$ cat src/rtl/setup_config.sv
// setup_config: keypad-driven editor for the alarm setup record.
//
// Ports:
//   clk            - single clock, rising edge
//   rst            - synchronous, active-low reset
//   setup_on       - session request, held high for the whole session
//   key_valid      - one-cycle strobe qualifying key_code
//   key_code       - 0x0-0x9 digit, 0xA skip, 0xE confirm, other codes ignored
//   data_setup_old - current configuration
//   data_setup_new - edited configuration, valid while setup_end is high
//   setup_end      - one-cycle pulse closing a session (commit or timeout)
//   bcd_out        - display digits BCD3..BCD0
//   bcd_enable     - display enable
package setup_config_pkg;

  typedef struct packed {
    logic       status;
    logic [3:0] digit1;
    logic [3:0] digit2;
    logic [3:0] digit3;
    logic [3:0] digit4;
  } pin_t;

  typedef struct packed {
    logic       bip_status;
    logic [6:0] bip_time;
    logic [6:0] tranca_aut_time;
    pin_t       master_pin;
    pin_t       pin1;
    pin_t       pin2;
    pin_t       pin3;
    pin_t       pin4;
  } setupPac_t;

  typedef struct packed {
    logic [3:0] bcd3;
    logic [3:0] bcd2;
    logic [3:0] bcd1;
    logic [3:0] bcd0;
  } bcdPac_t;

  localparam logic [3:0] BcdBlank = 4'hC;

  localparam setupPac_t SetupDefault = '{
    bip_status:      1'b1,
    bip_time:        7'd5,
    tranca_aut_time: 7'd5,
    master_pin:      '{status: 1'b1, digit1: 4'd1, digit2: 4'd2, digit3: 4'd3, digit4: 4'd4},
    pin1:            '{status: 1'b1, digit1: 4'd0, digit2: 4'd0, digit3: 4'd0, digit4: 4'd0},
    pin2:            '{status: 1'b0, digit1: 4'd0, digit2: 4'd0, digit3: 4'd0, digit4: 4'd0},
    pin3:            '{status: 1'b0, digit1: 4'd0, digit2: 4'd0, digit3: 4'd0, digit4: 4'd0},
    pin4:            '{status: 1'b0, digit1: 4'd0, digit2: 4'd0, digit3: 4'd0, digit4: 4'd0}
  };

endpackage

module setup_config
  import setup_config_pkg::*;
#(
  parameter int unsigned CLK_FREQ_HZ = 1000,
  parameter int unsigned TIMEOUT_S   = 30,
  parameter int unsigned TIME_MIN    = 3,
  parameter int unsigned TIME_MAX    = 60
) (
  input  logic       clk,
  input  logic       rst,
  input  logic       setup_on,
  input  logic       key_valid,
  input  logic [3:0] key_code,
  input  setupPac_t  data_setup_old,
  output setupPac_t  data_setup_new,
  output logic       setup_end,
  output bcdPac_t    bcd_out,
  output logic       bcd_enable
);

  localparam logic [31:0] TimeoutLimit = 32'(TIMEOUT_S * CLK_FREQ_HZ);
  localparam logic [6:0]  TimeMin      = 7'(TIME_MIN);
  localparam logic [6:0]  TimeMax      = 7'(TIME_MAX);
  localparam logic [3:0]  KeySkip      = 4'hA;
  localparam logic [3:0]  KeyConfirm   = 4'hE;

  typedef enum logic [3:0] {
    StIdle, StLoad, StBipEn, StBipT, StTraT, StPin1, StPin2, StPin3, StPin4, StDone
  } state_e;

  function automatic state_e next_field(input state_e s);
    state_e n;
    case (s)
      StBipEn: n = StBipT;
      StBipT:  n = StTraT;
      StTraT:  n = StPin1;
      StPin1:  n = StPin2;
      StPin2:  n = StPin3;
      StPin3:  n = StPin4;
      StPin4:  n = StDone;
      default: n = StIdle;
    endcase
    return n;
  endfunction

  function automatic logic [2:0] field_limit(input state_e s);
    logic [2:0] l;
    case (s)
      StBipEn:        l = 3'd1;
      StBipT, StTraT: l = 3'd2;
      default:        l = 3'd4;
    endcase
    return l;
  endfunction

  function automatic logic [3:0] field_idx(input state_e s);
    logic [3:0] i;
    case (s)
      StBipEn: i = 4'd1;
      StBipT:  i = 4'd2;
      StTraT:  i = 4'd3;
      StPin1:  i = 4'd4;
      StPin2:  i = 4'd5;
      StPin3:  i = 4'd6;
      StPin4:  i = 4'd7;
      default: i = BcdBlank;
    endcase
    return i;
  endfunction

  state_e          state_q, state_d;
  setupPac_t       work_q, work_d;
  // Digit buffer is a shift register: dig_q[0] is the most recent digit.
  logic [3:0][3:0] dig_q, dig_d;
  logic [2:0]      cnt_q, cnt_d;
  logic [31:0]     tmo_q, tmo_d;
  // Set once setup_on has been seen low; a new session needs it.
  logic            armed_q, armed_d;
  logic            setup_end_q, setup_end_d;
  setupPac_t       data_new_q, data_new_d;
  bcdPac_t         bcd_q, bcd_d;
  logic            bcd_en_q, bcd_en_d;

  logic [6:0] tval;
  logic       time_ok;
  pin_t       pin_new;
  logic       advance, reject;

  // One buffered digit is taken as the value itself.
  assign tval = (cnt_q == 3'd2) ? ({3'b0, dig_q[1]} * 7'd10 + {3'b0, dig_q[0]})
                                : {3'b0, dig_q[0]};
  assign time_ok = (cnt_q != 3'd0) && (tval >= TimeMin) && (tval <= TimeMax);
  assign pin_new = '{status: 1'b1, digit1: dig_q[3], digit2: dig_q[2],
                     digit3: dig_q[1], digit4: dig_q[0]};

  always_comb begin
    state_d     = state_q;
    work_d      = work_q;
    dig_d       = dig_q;
    cnt_d       = cnt_q;
    tmo_d       = tmo_q;
    armed_d     = armed_q;
    setup_end_d = 1'b0;
    data_new_d  = data_new_q;
    advance     = 1'b0;
    reject      = 1'b0;

    if (!setup_on) armed_d = 1'b1;

    case (state_q)
      StIdle: begin
        dig_d = '0;
        cnt_d = '0;
        tmo_d = '0;
        if (setup_on && armed_q) state_d = StLoad;
      end
      StLoad: begin
        work_d  = data_setup_old;
        dig_d   = '0;
        cnt_d   = '0;
        tmo_d   = '0;
        armed_d = 1'b0;
        state_d = StBipEn;
      end
      StDone: begin
        setup_end_d = 1'b1;
        data_new_d  = work_q;
        dig_d       = '0;
        cnt_d       = '0;
        tmo_d       = '0;
        state_d     = StIdle;
      end
      default: begin
        if (!setup_on) begin
          state_d = StIdle;
          dig_d   = '0;
          cnt_d   = '0;
          tmo_d   = '0;
        end else if (key_valid) begin
          tmo_d = '0;
          if (key_code <= 4'd9) begin
            if (cnt_q < field_limit(state_q)) begin
              dig_d = {dig_q[2:0], key_code};
              cnt_d = cnt_q + 3'd1;
            end
          end else if (key_code == KeySkip) begin
            advance = 1'b1;
          end else if (key_code == KeyConfirm) begin
            case (state_q)
              StBipEn: begin
                if (cnt_q == 3'd1 && dig_q[0] <= 4'd1) begin
                  work_d.bip_status = dig_q[0][0];
                  advance = 1'b1;
                end else begin
                  reject = 1'b1;
                end
              end
              StBipT: begin
                if (time_ok) begin
                  work_d.bip_time = tval;
                  advance = 1'b1;
                end else begin
                  reject = 1'b1;
                end
              end
              StTraT: begin
                if (time_ok) begin
                  work_d.tranca_aut_time = tval;
                  advance = 1'b1;
                end else begin
                  reject = 1'b1;
                end
              end
              default: begin
                if (cnt_q == 3'd4) begin
                  case (state_q)
                    StPin1:  work_d.pin1 = pin_new;
                    StPin2:  work_d.pin2 = pin_new;
                    StPin3:  work_d.pin3 = pin_new;
                    default: work_d.pin4 = pin_new;
                  endcase
                  advance = 1'b1;
                end else if (cnt_q == 3'd0) begin
                  // Empty confirm disables the PIN, except pin1 which stays as is.
                  case (state_q)
                    StPin2:  work_d.pin2.status = 1'b0;
                    StPin3:  work_d.pin3.status = 1'b0;
                    StPin4:  work_d.pin4.status = 1'b0;
                    default: ;
                  endcase
                  advance = 1'b1;
                end else begin
                  reject = 1'b1;
                end
              end
            endcase
          end
        end else if (tmo_q >= TimeoutLimit) begin
          // Abort: discard edits, still close the session with a pulse.
          work_d  = data_setup_old;
          dig_d   = '0;
          cnt_d   = '0;
          tmo_d   = '0;
          state_d = StDone;
        end else begin
          tmo_d = tmo_q + 32'd1;
        end

        if (advance) state_d = next_field(state_q);
        if (advance || reject) begin
          dig_d = '0;
          cnt_d = '0;
        end
      end
    endcase
  end

  // Display is built from next-state values so it tracks the registered state.
  always_comb begin
    bcd_d    = '{bcd3: BcdBlank, bcd2: BcdBlank, bcd1: BcdBlank, bcd0: BcdBlank};
    bcd_en_d = 1'b0;
    if (state_d != StIdle) begin
      bcd_en_d   = 1'b1;
      bcd_d.bcd3 = field_idx(state_d);
      if (cnt_d >= 3'd1) bcd_d.bcd0 = dig_d[0];
      if (cnt_d >= 3'd2) bcd_d.bcd1 = dig_d[1];
      if (cnt_d >= 3'd3) bcd_d.bcd2 = dig_d[2];
    end
  end

  always_ff @(posedge clk) begin
    if (!rst) begin
      state_q     <= StIdle;
      work_q      <= SetupDefault;
      dig_q       <= '0;
      cnt_q       <= '0;
      tmo_q       <= '0;
      armed_q     <= 1'b0;
      setup_end_q <= 1'b0;
      data_new_q  <= SetupDefault;
      bcd_q       <= '{bcd3: BcdBlank, bcd2: BcdBlank, bcd1: BcdBlank, bcd0: BcdBlank};
      bcd_en_q    <= 1'b0;
    end else begin
      state_q     <= state_d;
      work_q      <= work_d;
      dig_q       <= dig_d;
      cnt_q       <= cnt_d;
      tmo_q       <= tmo_d;
      armed_q     <= armed_d;
      setup_end_q <= setup_end_d;
      data_new_q  <= data_new_d;
      bcd_q       <= bcd_d;
      bcd_en_q    <= bcd_en_d;
    end
  end

  assign data_setup_new = data_new_q;
  assign setup_end      = setup_end_q;
  assign bcd_out        = bcd_q;
  assign bcd_enable     = bcd_en_q;

endmodule

$ cat config.mk
export PLATFORM = sky130hd
export DESIGN_NAME = setup_config
export DESIGN_NICKNAME = d
export VERILOG_FILES = /design/src/rtl/setup_config.sv
export SDC_FILE = /design/constraint.sdc
export NUM_CORES = 1
export LEC_CHECK = 0
export ABC_CLOCK_PERIOD_IN_PS = 5100
export BUFFER_PORTS_ARGS = -buffer_cell sky130_fd_sc_hd__buf_2
export CELL_PAD_IN_SITES_DETAIL_PLACEMENT = 0
export CELL_PAD_IN_SITES_GLOBAL_PLACEMENT = 1
export CORE_ASPECT_RATIO = 0.9
export CORE_MARGIN = 3
export CORE_UTILIZATION = 30
export CTS_CLUSTER_SIZE = 25
export DETAILED_ROUTE_END_ITERATION = 10
export PLACE_DENSITY_LB_ADDON = 0.1
export SYNTH_ARGS = -nofsm -noshare
export SYNTH_HDL_FRONTEND = slang
export SYNTH_SLANG_ARGS = --single-unit
$ cat constraint.sdc
create_clock -name clk -period 5.1 [get_ports clk]
set_input_delay 0 -clock clk [delete_from_list [all_inputs] [get_ports clk]]
set_output_delay 0 -clock clk [all_outputs]
set_load 0.005 [all_outputs]
==> results of run 1 <==
-- routing by layer --
metal / part of all wire / vias to the layer above / track usage
li1: - / 5110 / -
met4: 0.024 / 0 / 0.0445
met3: 0.045 / 50 / 0.0289
met1: 0.50 / 4641 / 0.272
met2: 0.43 / 214 / 0.287
met5: 0 / - / 0
-- metrics by stage --
step                       util  cells  worst slack, ns  hold slack [ns]  cell area [µm²]
after floorplan               -   1329             1.51            0.124            10800
after global placement    0.351   1948             1.19            0.225            12400
after detailed placement  0.351   1948             1.13            0.225            12400
after CTS                 0.417   2125            0.589            0.182            14700
after global routing      0.417   2125            0.205            0.227            14700
final                     0.417   2125            0.561            0.201            14700
-- flip-flops by register name (all words and copies together), names as in the netlist --
name / cells
bcd_out: 16
armed_q: 1
work_q: 100
tmo_q: 32
bcd_enable: 1
dig_q: 16
cnt_q: 3
setup_end: 1
data_setup_new: 100
state_q: 4
-- cell type report --
cell class	instances	area, µm²
Clock buffer	43	931
Clock inverter	15	210
Fill cell	3673	20500
Inverter	14	57.6
Multi-Input combinational cell	954	5020
Sequential cell	274	5490
Tap cell	469	587
Timing Repair Buffer	356	2410
-- power by group through the flow --
stage / Clock, mW / Sequential (mW) / Combinational [mW]
floorplan: 0 / 2.24 / 0.149
global placement: 0 / 2.25 / 0.248
detailed placement: 0 / 2.25 / 0.248
CTS: 2.51 / 2.20 / 0.322
global route: 2.60 / 2.20 / 0.356
finish: 2.43 / 2.20 / 0.319
-- what timing repair did --
action	CTS	global route
hold buffers	119	0
hold endpoints to repair	122	0
endpoints found under the setup margin	0	0
gates resized for setup	0	0
-- cell usage in the layout (no fill, tap or decap), types with 5 or more instances in the layout --
cell | netlist | layout
sky130_fd_sc_hd__clkinv_2 | 0 | 7
sky130_fd_sc_hd__and2_1 | 19 | 19
sky130_fd_sc_hd__xnor2_1 | 9 | 9
sky130_fd_sc_hd__dlygate4sd3_1 | 0 | 119
sky130_fd_sc_hd__a31oi_1 | 5 | 5
sky130_fd_sc_hd__nor4_1 | 5 | 5
sky130_fd_sc_hd__nor2b_1 | 8 | 7
sky130_fd_sc_hd__a21o_1 | 9 | 9
sky130_fd_sc_hd__nor3_1 | 10 | 9
sky130_fd_sc_hd__clkbuf_8 | 0 | 11
sky130_fd_sc_hd__a21oi_1 | 205 | 201
sky130_fd_sc_hd__o21bai_1 | 5 | 5
sky130_fd_sc_hd__or3_1 | 7 | 6
sky130_fd_sc_hd__xor2_1 | 7 | 7
sky130_fd_sc_hd__nand3_1 | 35 | 35
sky130_fd_sc_hd__nor2_1 | 140 | 140
sky130_fd_sc_hd__buf_4 | 0 | 12
sky130_fd_sc_hd__buf_2 | 2 | 225
sky130_fd_sc_hd__inv_1 | 13 | 13
sky130_fd_sc_hd__nand2_1 | 280 | 280
sky130_fd_sc_hd__ha_1 | 14 | 14
sky130_fd_sc_hd__or2_2 | 6 | 6
sky130_fd_sc_hd__dfxtp_1 | 274 | 274
sky130_fd_sc_hd__a211oi_1 | 76 | 76
sky130_fd_sc_hd__clkbuf_16 | 0 | 31
sky130_fd_sc_hd__mux2i_1 | 13 | 13
sky130_fd_sc_hd__conb_1 | 1 | 17
sky130_fd_sc_hd__bufinv_16 | 0 | 5
sky130_fd_sc_hd__o211ai_1 | 5 | 5
sky130_fd_sc_hd__o21ai_0 | 25 | 24
-- worst paths after layout --
check                        to  cells past startpoint        from
max                  work_q[85]                     13    dig_q[5]
min                  work_q[93]                      4   key_valid
max reg2reg          work_q[85]                     13    dig_q[5]
min reg2reg  data_setup_new[76]                      2  work_q[76]
-- kinds of logic (layout without fill, tap and decap cells) --
kind of cell,Yosys count,after routing,share of synthesized area
mux,16,16,0.0158
simple gates,536,536,0.212
fa+ha+maj,16,16,0.0200
buf+inv,101,428,0.0355
flops,274,274,0.510
compound gates,353,353,0.194
other cells,1,17,0.000348
xor+xnor,16,16,0.0130
-- tightest hold or removal path, stage by stage --
cell	delay, ns
sky130_fd_sc_hd__buf_2	0.19
sky130_fd_sc_hd__nor2b_2	0.27
sky130_fd_sc_hd__o21ai_0	0.17
sky130_fd_sc_hd__o21ai_0	0.07
==> out/qor.log, run 1 <==
INFO  run_status     run_status=completed
INFO  drt            drt_first_pass_iters=4
INFO  timing         worstMarginPinSlew=1.13ns
INFO  critical_path  endpoint_kind=register
INFO  logic_synthesis synth_common_cells=280 x sky130_fd_sc_hd__nand2_1, 274 x sky130_fd_sc_hd__dfxtp_1, 205 x sky130_fd_sc_hd__a21oi_1, 140 x sky130_fd_sc_hd__nor2_1, 78 x sky130_fd_sc_hd__clkbuf_1
INFO  logic_synthesis synth_area_leader_cell=sky130_fd_sc_hd__dfxtp_1
INFO  clocking       clockBufferDepth=3
INFO  drt            drt-total-wl=36300µm
INFO  logic_synthesis yosys_cell_types=59
INFO  drt            detail_route.drc_violations=0
INFO  power          post-layout-total-power=4.95mW
INFO  critical_path  critical_path_required=5.55ns
INFO  die            core=35200µm²
INFO  global_route   grt_first_pass_wirelength=56300µm
INFO  logic_synthesis synthCells=1313
INFO  critical_path  timing.critical_path.cells=ha_1 -> ha_1 -> inv_1 -> fa_1 -> or4b_4 -> mux2_4 -> a211o_1 -> a21boi_0 -> o21a_1 -> o22ai_1 -> nor2b_1 -> o21ai_0 -> dlygate4sd3_1
INFO  critical_path  arrival=4.99ns
INFO  drt            drtIter0Drc=519
INFO  clocking       tritoncts_num_sinks=274
INFO  logic_synthesis synth_enable_flop_cells=0
INFO  critical_path  critical_path_buf_inv_count=2
INFO  clocking       clock_insertion_delay_worst_skew=0.56ns
INFO  critical_path  worst_path_max_delay_cell=sky130_fd_sc_hd__o22ai_1
INFO  die            die_height=186µm
INFO  power          clock_power_share=0.491
INFO  logic_synthesis postSynthRegisterBits=274
INFO  die            die_w=206µm
INFO  logic_synthesis synth.area.top_cells=sky130_fd_sc_hd__dfxtp_1 51%, sky130_fd_sc_hd__nand2_1 9.8%, sky130_fd_sc_hd__a21oi_1 9.5%
INFO  power          p_int=3.85mW
INFO  power          psw=1.10mW
INFO  die            die-area=38200µm²
INFO  timing         time_the_final_worst_path_needs_with_i_o_delays_and_setup=4.54ns
INFO  critical_path  worst_path_dominant_cell_family=compound AO/OA/AOI/OAI gates
INFO  critical_path  rrSetupSlack=0.56ns
INFO  clocking       clk_pin_slew_worst_paths=0.06ns
INFO  timing         final.period_utilization=0.890
INFO  hold_path      hp-class=in2reg
INFO  layout         layout-area-overhead-vs-synth=36.6%
INFO  power          swShare=0.222
INFO  power          power.combinational.fraction=0.065
INFO  placed_design  finalWeightedCongestion=0.789
INFO  power          power_frac_seq=0.445
INFO  critical_path  worst_path_most_repeated_cell=sky130_fd_sc_hd__ha_1
INFO  placed_design  place_hpwl=24400µm
INFO  layout         design.final.nets=1755
INFO  drt            drt.antenna.violating_nets=0
INFO  timing         final-setup-viol-count=0
INFO  global_route   globalRouteTotalUtil=0.186
INFO  placed_design  io_buffer_count=225
INFO  clocking       cts_htree_levels=1
INFO  timing         final.setup_skew=0.0106ns
INFO  timing         rsz0062_at_grt=no
INFO  logic_synthesis synth.yosys.seq_area_share=0.510
INFO  clocking       cts_setup_buffers=0
INFO  critical_path  cp_max_fo=14
INFO  layout         antenna-diode-count=0
INFO  layout         share_of_cells_above_drive_strength_1=0.192
INFO  drt            detail_route.wl_per_cell=17.1µm
INFO  power          ir_worst_vdd=0.219mV
INFO  logic_synthesis yosys_warnings=0
INFO  timing         timing_max_transition_violations_final=0
INFO  timing         fmaxAchievable=0.220GHz
INFO  global_route   number_of_antenna_violations_at_the_first_check_in_global_routing=0
INFO  global_route   pin_count_of_the_biggest_net_entering_global_routing=132
INFO  global_route   gr-total-overflow=0
INFO  clocking       cts.root.buffer_cell=sky130_fd_sc_hd__clkbuf_16
INFO  die            initial_core_util=0.306
INFO  die            floorplan.io_pins=226
INFO  logic_synthesis async_flop_share=0
INFO  logic_synthesis post_synth.cell_area_avg=8.20µm²
INFO  power          powerDensity=337nW/µm²
INFO  timing         fin_tns_setup=0ns
INFO  drt            route.detailed.vias_per_inst=4.71
INFO  power          power.static_leakage=5.68nW
INFO  critical_path  cp-start-kind=register
INFO  logic_synthesis syn_area=10800µm²
INFO  logic_synthesis yosys.area.top_type_share=0.510
INFO  critical_path  path_class=reg2reg
INFO  run            timing.max_cap.violations=0
INFO  logic_synthesis synth_most_common_cell=sky130_fd_sc_hd__nand2_1
INFO  logic_synthesis top_reg_cell_synth=sky130_fd_sc_hd__dfxtp_1
INFO  clocking       tritoncts=yes
INFO  clocking       numCtsBuffers=31
INFO  timing         rel_slew_slack=0.245
INFO  critical_path  crit_path_max_incr_delay=0.85ns
INFO  drt            dr_total_vias=10000
INFO  die            num_rows=65
INFO  timing         finalHoldViolations=0
INFO  global_route   first_global_vias=9795
Power figures use the tool's default switching activity.
==> inputs of run 2 (changes only) <==
--- a/config.mk
+++ b/config.mk
@@ -7,11 +7,11 @@
 export LEC_CHECK = 0
 export ABC_CLOCK_PERIOD_IN_PS = 5100
 export BUFFER_PORTS_ARGS = -buffer_cell sky130_fd_sc_hd__buf_2
-export CELL_PAD_IN_SITES_DETAIL_PLACEMENT = 0
-export CELL_PAD_IN_SITES_GLOBAL_PLACEMENT = 1
+export CELL_PAD_IN_SITES_DETAIL_PLACEMENT = 1
+export CELL_PAD_IN_SITES_GLOBAL_PLACEMENT = 2
 export CORE_ASPECT_RATIO = 0.9
 export CORE_MARGIN = 3
-export CORE_UTILIZATION = 30
+export CORE_UTILIZATION = 25
 export CTS_CLUSTER_SIZE = 25
 export DETAILED_ROUTE_END_ITERATION = 10
 export PLACE_DENSITY_LB_ADDON = 0.1
==> out/qor.log, run 2 (synthesized netlist as in run 1, its figures left out) <==
INFO  run_status     run_status=completed
INFO  timing         worstMarginPinSlew=1.16ns
INFO  drt            dr_total_vias=10100
INFO  drt            route.top_layer_used=met4
INFO  power          ir_worst_vdd=0.149mV
INFO  timing         rsz0062_at_grt=no
INFO  critical_path  worst_r2r_path_depth=12
INFO  timing         fin_ws=1.04ns
INFO  clocking       tritoncts=yes
INFO  timing         fin_tns_setup=0ns
INFO  drt            route.detailed.vias_per_inst=4.63
INFO  global_route   number_of_antenna_violations_at_the_first_check_in_global_routing=1
INFO  layout         sequential_cell_area=5490µm²
INFO  layout         multi_input_area=5020µm²
INFO  clocking       tritoncts_num_sinks=274
INFO  die            die_height=203µm
INFO  critical_path  critical_path_required=5.45ns
INFO  drt            drtIter0Drc=419
INFO  timing         timing_max_transition_violations_final=0
INFO  critical_path  arrival=4.40ns
INFO  timing         fmaxAchievable=0.246GHz
INFO  placed_design  post-place-cells=2026
INFO  hold_path      timing.hold.worst.start=key_valid
INFO  layout         layout-area-overhead-vs-synth=35.5%
INFO  die            num_rows=71
INFO  critical_path  regToRegStartpoint=dig_q[5]
INFO  critical_path  endpoint_kind=register
INFO  drt            drt.antenna.violating_nets=0
INFO  global_route   pin_count_of_the_biggest_net_entering_global_routing=101
INFO  clocking       cts.root.buffer_cell=sky130_fd_sc_hd__clkbuf_16
INFO  drt            detail_route.drc_violations=0
INFO  drt            detail_route.wl_per_cell=18.5µm
INFO  global_route   first_global_vias=10400
INFO  power          power.static_leakage=5.60nW
INFO  drt            drt_first_pass_iters=4
INFO  global_route   grt_first_pass_wirelength=62500µm
INFO  layout         final_common_cell=sky130_fd_sc_hd__nand2_1
INFO  layout         design.final.nets=1742
INFO  die            initial_core_util=0.255
INFO  clocking       cts_htree_levels=2
INFO  timing         final.setup_skew=0.0209ns
INFO  timing         rel_slew_slack=0.228
INFO  die            floorplan.io_pins=226
INFO  critical_path  rrSetupSlack=1.04ns
INFO  timing         final-setup-viol-count=0
INFO  drt            wl_met3=1520µm
INFO  layout         fillerInstances=5036
INFO  hold_path      whs_endpoint=dig_q[3]
INFO  die            die-area=45600µm²
INFO  drt            drt-total-wl=40400µm
INFO  die            die_w=225µm
INFO  placed_design  io_buffer_count=225
INFO  global_route   gr-total-overflow=0
INFO  critical_path  cp_max_fo=14
INFO  clocking       numCtsBuffers=34
INFO  clocking       cts_setup_buffers=0
INFO  layout         fin_cells=2188
INFO  die            core=42200µm²
INFO  placed_design  place_hpwl=27100µm
INFO  clocking       clock_insertion_delay_worst_skew=0.52ns
INFO  timing         time_the_final_worst_path_needs_with_i_o_delays_and_setup=4.06ns
INFO  timing         final.period_utilization=0.796
INFO  placed_design  post-place-ws=1.01ns
INFO  clocking       clk_pin_slew_worst_paths=0.06ns
INFO  power          powerDensity=335nW/µm²
INFO  timing         finalHoldViolations=0
INFO  power          post-layout-total-power=4.89mW
INFO  layout         final_cell_mix=280 x sky130_fd_sc_hd__nand2_1, 274 x sky130_fd_sc_hd__dfxtp_1, 225 x sky130_fd_sc_hd__buf_2, 201 x sky130_fd_sc_hd__a21oi_1, 140 x sky130_fd_sc_hd__nor2_1
INFO  placed_design  finalWeightedCongestion=0.765
INFO  critical_path  cp-start-kind=register
INFO  clocking       clockBufferDepth=3
INFO  run            timing.max_cap.violations=0
INFO  critical_path  regToRegEndpoint=work_q[85]
INFO  layout         share_of_cells_above_drive_strength_1=0.187
INFO  drt            met1_length=20500µm
INFO  hold_path      hp-class=in2reg
INFO  drt            routed-wl-met2=17800µm
INFO  critical_path  path_class=reg2reg
INFO  hold_path      min_path_cells=4
INFO  global_route   globalRouteTotalUtil=0.174
==> run 2: worst max path at each step <==
stage | start | end | slack [ns]
2_1_floorplan | dig_q[5] | bcd_out[14] | 1.51
3_3_place_gp | dig_q[5] | work_q[85] | 1.10
3_5_place_dp | dig_q[5] | work_q[85] | 1.01
4_1_cts | dig_q[5] | work_q[85] | 1.0
5_1_grt | dig_q[5] | work_q[85] | 0.73
6_report | dig_q[5] | work_q[85] | 1.04
==> run 2: per-stage QoR <==
stage          utilization  instance area (µm²)  hold slack [ns]
5_1_grt              0.346                14600           0.0642
2_1_floorplan            -                10800            0.124
4_1_cts              0.346                14600          0.00224
3_5_place_dp         0.296                12500            0.221
6_report             0.346                14600           0.0213
3_3_place_gp         0.296                12500            0.215
==> run 2: worst max-delay path: stages, from the launching register on <==
cell and delay, ns:
sky130_fd_sc_hd__dfxtp_1 0.45, sky130_fd_sc_hd__ha_1 0.28, sky130_fd_sc_hd__ha_1 0.19, sky130_fd_sc_hd__inv_1 0.07, sky130_fd_sc_hd__fa_1 0.45, sky130_fd_sc_hd__or4b_4 0.58
sky130_fd_sc_hd__mux2_4 0.22, sky130_fd_sc_hd__a211o_1 0.13, sky130_fd_sc_hd__a21boi_0 0.11, sky130_fd_sc_hd__o21a_1 0.21, sky130_fd_sc_hd__o22ai_1 0.87, sky130_fd_sc_hd__nor2b_1 0.23
sky130_fd_sc_hd__o21ai_0 0.09
==> run 2: final cells by class <==
type	count	area share
sequential	274	0.376
multi-input combinational	954	0.344
timing repair buffer	340	0.155
clock buffer	53	0.0681
tap	547	0.0469
clock inverter	5	0.00558
inverter	14	0.00395
antenna	1	0.000172
==> run 2: metal layers <==
metal  vias up  GRT usage
met5         -          0
met4         0     0.0368
met3        47     0.0308
met2       167      0.274
met1      4830      0.251
li1       5081          -
==> run 2: report_power, final <==
part,switching [mW],internal (mW)
clock network,0.932,1.44
logic,0.176,0.143
registers,0.0196,2.18
total,1.13,3.76
==> run 2: what timing repair did <==
action	CTS	global route
endpoints found under the hold margin	105	0
hold buffers	103	0
gates resized for setup	0	0
endpoints found under the setup margin	0	0
==> inputs of run 3 (changes only) <==
--- a/config.mk
+++ b/config.mk
@@ -5,7 +5,8 @@
 export SDC_FILE = /design/constraint.sdc
 export NUM_CORES = 1
 export LEC_CHECK = 0
-export ABC_CLOCK_PERIOD_IN_PS = 5100
+export ABC_AREA = 1
+export ABC_CLOCK_PERIOD_IN_PS = 3300
 export BUFFER_PORTS_ARGS = -buffer_cell sky130_fd_sc_hd__buf_2
 export CELL_PAD_IN_SITES_DETAIL_PLACEMENT = 1
 export CELL_PAD_IN_SITES_GLOBAL_PLACEMENT = 2
==> constraint.sdc (replaced) <==
create_clock -name clk -period 3.3 [get_ports clk]
set_input_delay 0 -clock clk [delete_from_list [all_inputs] [get_ports clk]]
set_output_delay 0 -clock clk [all_outputs]
set_load 0.005 [all_outputs]
==> out/qor.log, run 3 <==
INFO  drt            route.detailed.vias_per_inst=4.54
INFO  logic_synthesis async_flop_share=0
INFO  clocking       tritoncts_num_sinks=274
INFO  die            die_height=205µm
INFO  clocking       numCtsBuffers=34
INFO  timing         rel_slew_slack=0.425
INFO  die            core=43200µm²
INFO  global_route   gr-max-usage-layer=met2
INFO  placed_design  io_buffer_count=225
INFO  logic_synthesis yosys.area_share.simple=0.214
INFO  logic_synthesis yosys.area.top_type_share=0.498
INFO  critical_path  rrSetupSlack=0.21ns
INFO  global_route   gr-total-overflow=0
INFO  clocking       cts.root.buffer_cell=sky130_fd_sc_hd__clkbuf_16
INFO  critical_path  crit_path_max_incr_delay=0.59ns
INFO  run_status     run_status=completed
INFO  timing         final.setup_skew=0.0161ns
INFO  global_route   first_global_vias=11000
INFO  power          power.static_leakage=6.66nW
INFO  logic_synthesis yosys_cell_types=49
INFO  global_route   use_met2=0.292
INFO  die            floorplan.io_pins=226
INFO  layout         layout-area-overhead-vs-synth=38.1%
INFO  logic_synthesis yosys_warnings=0
INFO  logic_synthesis syn_area=11000µm²
INFO  timing         rsz0062_at_grt=yes
INFO  global_route   grt.met3_usage=0.0275
INFO  drt            drt-total-wl=41600µm
INFO  timing         timing_max_transition_violations_final=0
INFO  logic_synthesis top_reg_cell_synth=sky130_fd_sc_hd__dfxtp_1
INFO  logic_synthesis synth_most_common_cell=sky130_fd_sc_hd__dfxtp_1
INFO  global_route   met1_demand_to_capacity_share_in_global_routing=0.234
INFO  critical_path  critical_path_required=3.77ns
INFO  clocking       cts_htree_levels=2
INFO  global_route   pin_count_of_the_biggest_net_entering_global_routing=159
INFO  hold_path      hp-class=in2reg
INFO  layout         final_util=0.352
INFO  timing         worstMarginPinSlew=0.861ns
INFO  layout         final_cell_mix=270 x sky130_fd_sc_hd__dfxtp_1, 266 x sky130_fd_sc_hd__nand2_1, 224 x sky130_fd_sc_hd__buf_2, 159 x sky130_fd_sc_hd__a21oi_1, 150 x sky130_fd_sc_hd__nor2_1
INFO  critical_path  cp-start-kind=register
INFO  logic_synthesis postSynthRegisterBits=274
INFO  run            timing.max_cap.violations=0
INFO  critical_path  timing.critical_path.cells=nor2_4 -> inv_2 -> nor2_2 -> a21oi_4 -> nand2_2 -> ha_1 -> a21oi_2 -> nand2_2 -> o31ai_1 -> dlygate4sd3_1 -> nand3_1 -> dlygate4sd3_1 -> nand3_1
INFO  critical_path  cp_max_fo=5
INFO  critical_path  path_class=reg2reg
INFO  die            die-area=46700µm²
INFO  drt            drtIter0Drc=447
INFO  logic_synthesis synth_xor_xnor_area_share=0.00238
INFO  timing         finalHoldViolations=0
INFO  timing         final-setup-viol-count=0
INFO  global_route   globalRouteTotalUtil=0.175
INFO  drt            drt_first_pass_iters=4
INFO  timing         fin_tns_setup=0ns
INFO  critical_path  worst_path_max_delay_cell=sky130_fd_sc_hd__dlygate4sd3_1
INFO  die            initial_core_util=0.255
INFO  logic_synthesis post_synth.cell_area_avg=7.62µm²
INFO  timing         time_the_final_worst_path_needs_with_i_o_delays_and_setup=3.09ns
INFO  drt            drt.antenna.violating_nets=0
INFO  logic_synthesis synth_area_leader_cell=sky130_fd_sc_hd__dfxtp_1
INFO  logic_synthesis synth_common_cells=274 x sky130_fd_sc_hd__dfxtp_1, 273 x sky130_fd_sc_hd__nand2_1, 160 x sky130_fd_sc_hd__a21oi_1, 151 x sky130_fd_sc_hd__nor2_1, 140 x sky130_fd_sc_hd__o21ai_0
INFO  drt            detail_route.drc_violations=0
INFO  power          powerDensity=501nW/µm²
INFO  clocking       clock_insertion_delay_worst_skew=0.54ns
INFO  logic_synthesis synth_enable_flop_cells=0
INFO  clocking       clockBufferDepth=3
INFO  critical_path  endpoint_kind=register
INFO  logic_synthesis synth_compound_gate_area_share=0.191
INFO  critical_path  arrival=3.56ns
INFO  layout         final_common_cell=sky130_fd_sc_hd__dfxtp_1
INFO  power          ir_worst_vdd=0.294mV
INFO  clocking       clk_pin_slew_worst_paths=0.06ns
INFO  logic_synthesis synth_top_family_by_area=simple AND/OR/NAND/NOR gates
INFO  logic_synthesis post_synth_mux_area_share=0
INFO  timing         fmaxAchievable=0.324GHz
INFO  logic_synthesis synth.area.top_cells=sky130_fd_sc_hd__dfxtp_1 50%, sky130_fd_sc_hd__nand2_1 9.3%, sky130_fd_sc_hd__a21oi_1 7.3%
INFO  die            die_w=227µm
INFO  logic_synthesis synth.yosys.seq_area_share=0.498
INFO  logic_synthesis synthCells=1447
INFO  drt            dr_total_vias=10800
INFO  drt            detail_route.wl_per_cell=17.6µm
INFO  logic_synthesis synthAdderAreaFrac=0.0195
INFO  power          post-layout-total-power=7.62mW
INFO  placed_design  finalWeightedCongestion=0.772
INFO  global_route   grt_first_pass_wirelength=63500µm
INFO  placed_design  place_hpwl=28600µm
INFO  timing         final.period_utilization=0.936
INFO  layout         share_of_cells_above_drive_strength_1=0.212
INFO  global_route   number_of_antenna_violations_at_the_first_check_in_global_routing=2
INFO  clocking       tritoncts=yes
INFO  layout         design.final.nets=1916
INFO  die            num_rows=72
## run 3: cell count changes after synthesis, moves of 17 or more
cell                       change
sky130_fd_sc_hd__a211oi_1     -75
sky130_fd_sc_hd__a21oi_1      -45
sky130_fd_sc_hd__a31oi_1      +17
sky130_fd_sc_hd__and2_1       -19
sky130_fd_sc_hd__clkbuf_1     -19
sky130_fd_sc_hd__inv_1        +97
sky130_fd_sc_hd__inv_2        +22
sky130_fd_sc_hd__nand3_1      +34
sky130_fd_sc_hd__o21ai_0     +115
sky130_fd_sc_hd__o21ai_1      +31
## run 3: final timing paths
kind	from	to	cells past startpoint
setup / recovery	state_q[0]	bcd_out[3]	13
hold / removal	key_valid	work_q[15]	6
setup reg to reg	state_q[0]	bcd_out[3]	13
hold reg to reg	work_q[93]	data_setup_new[93]	2
## run 3: cell families after synthesis
logic type / count (synthesis)
simple gates: 552
compound gates: 391
fa+ha+maj: 16
flops: 274
buf+inv: 210
other cells: 1
xor+xnor: 3
## run 3: worst max-delay path: cells and delay by family (launching register included)
kind / cells / cell delay [ns]
fa+ha+maj: 1 / 0.33
flops: 1 / 0.41
compound gates: 3 / 0.53
buf+inv: 3 / 1.24
simple gates: 6 / 0.50
## run 3: through the flow
stage | hold WS, ns | setup WS [ns] | cells | cell area, µm²
final | 0.0772 | 0.210 | 2370 | 15200
after global routing | 0.112 | -0.0191 | 2370 | 15200
after CTS | 0.0514 | 0.00674 | 2369 | 15100
after detailed placement | 0.230 | 0.00155 | 2189 | 12800
after global placement | 0.222 | 0.0801 | 2189 | 12800
after floorplan | 0.126 | 0.398 | 1463 | 11100
## run 3: metal layers
layer	up-vias	wire length [µm]
met4	2	964
met2	183	19500
met5	-	13
met1	5106	19600
li1	5417	-
met3	53	1550
## run 3: layout make-up
| type | instances | area, µm² |
|---|---|---|
| antenna | 1 | 2.50 |
| multi-input combinational | 979 | 4880 |
| clock buffer | 49 | 968 |
| tap | 555 | 694 |
| inverter | 134 | 513 |
| timing repair buffer | 369 | 2530 |
| sequential | 274 | 5490 |
| clock inverter | 9 | 143 |
| fill | 5274 | 28000 |
## run 3: timing repair
| item | CTS | global route |
|---|---|---|
| hold endpoints to repair | 133 | 0 |
| resized for setup | 1 | 33 |
| hold buffers | 122 | 0 |
| pin swaps | 0 | 11 |
| buffers inserted | 0 | 0 |
| setup endpoints to repair | 1 | 20 |
| gates cloned | 0 | 0 |
## run 3: report_power, final
group	switching [mW]	total, mW	leakage, nW	internal, mW
Sequential	0.0138	3.36	2.22	3.34
Clock	1.48	3.76	0.544	2.28
Combinational	0.287	0.505	3.89	0.218
Total	1.78	7.62	6.66	5.84
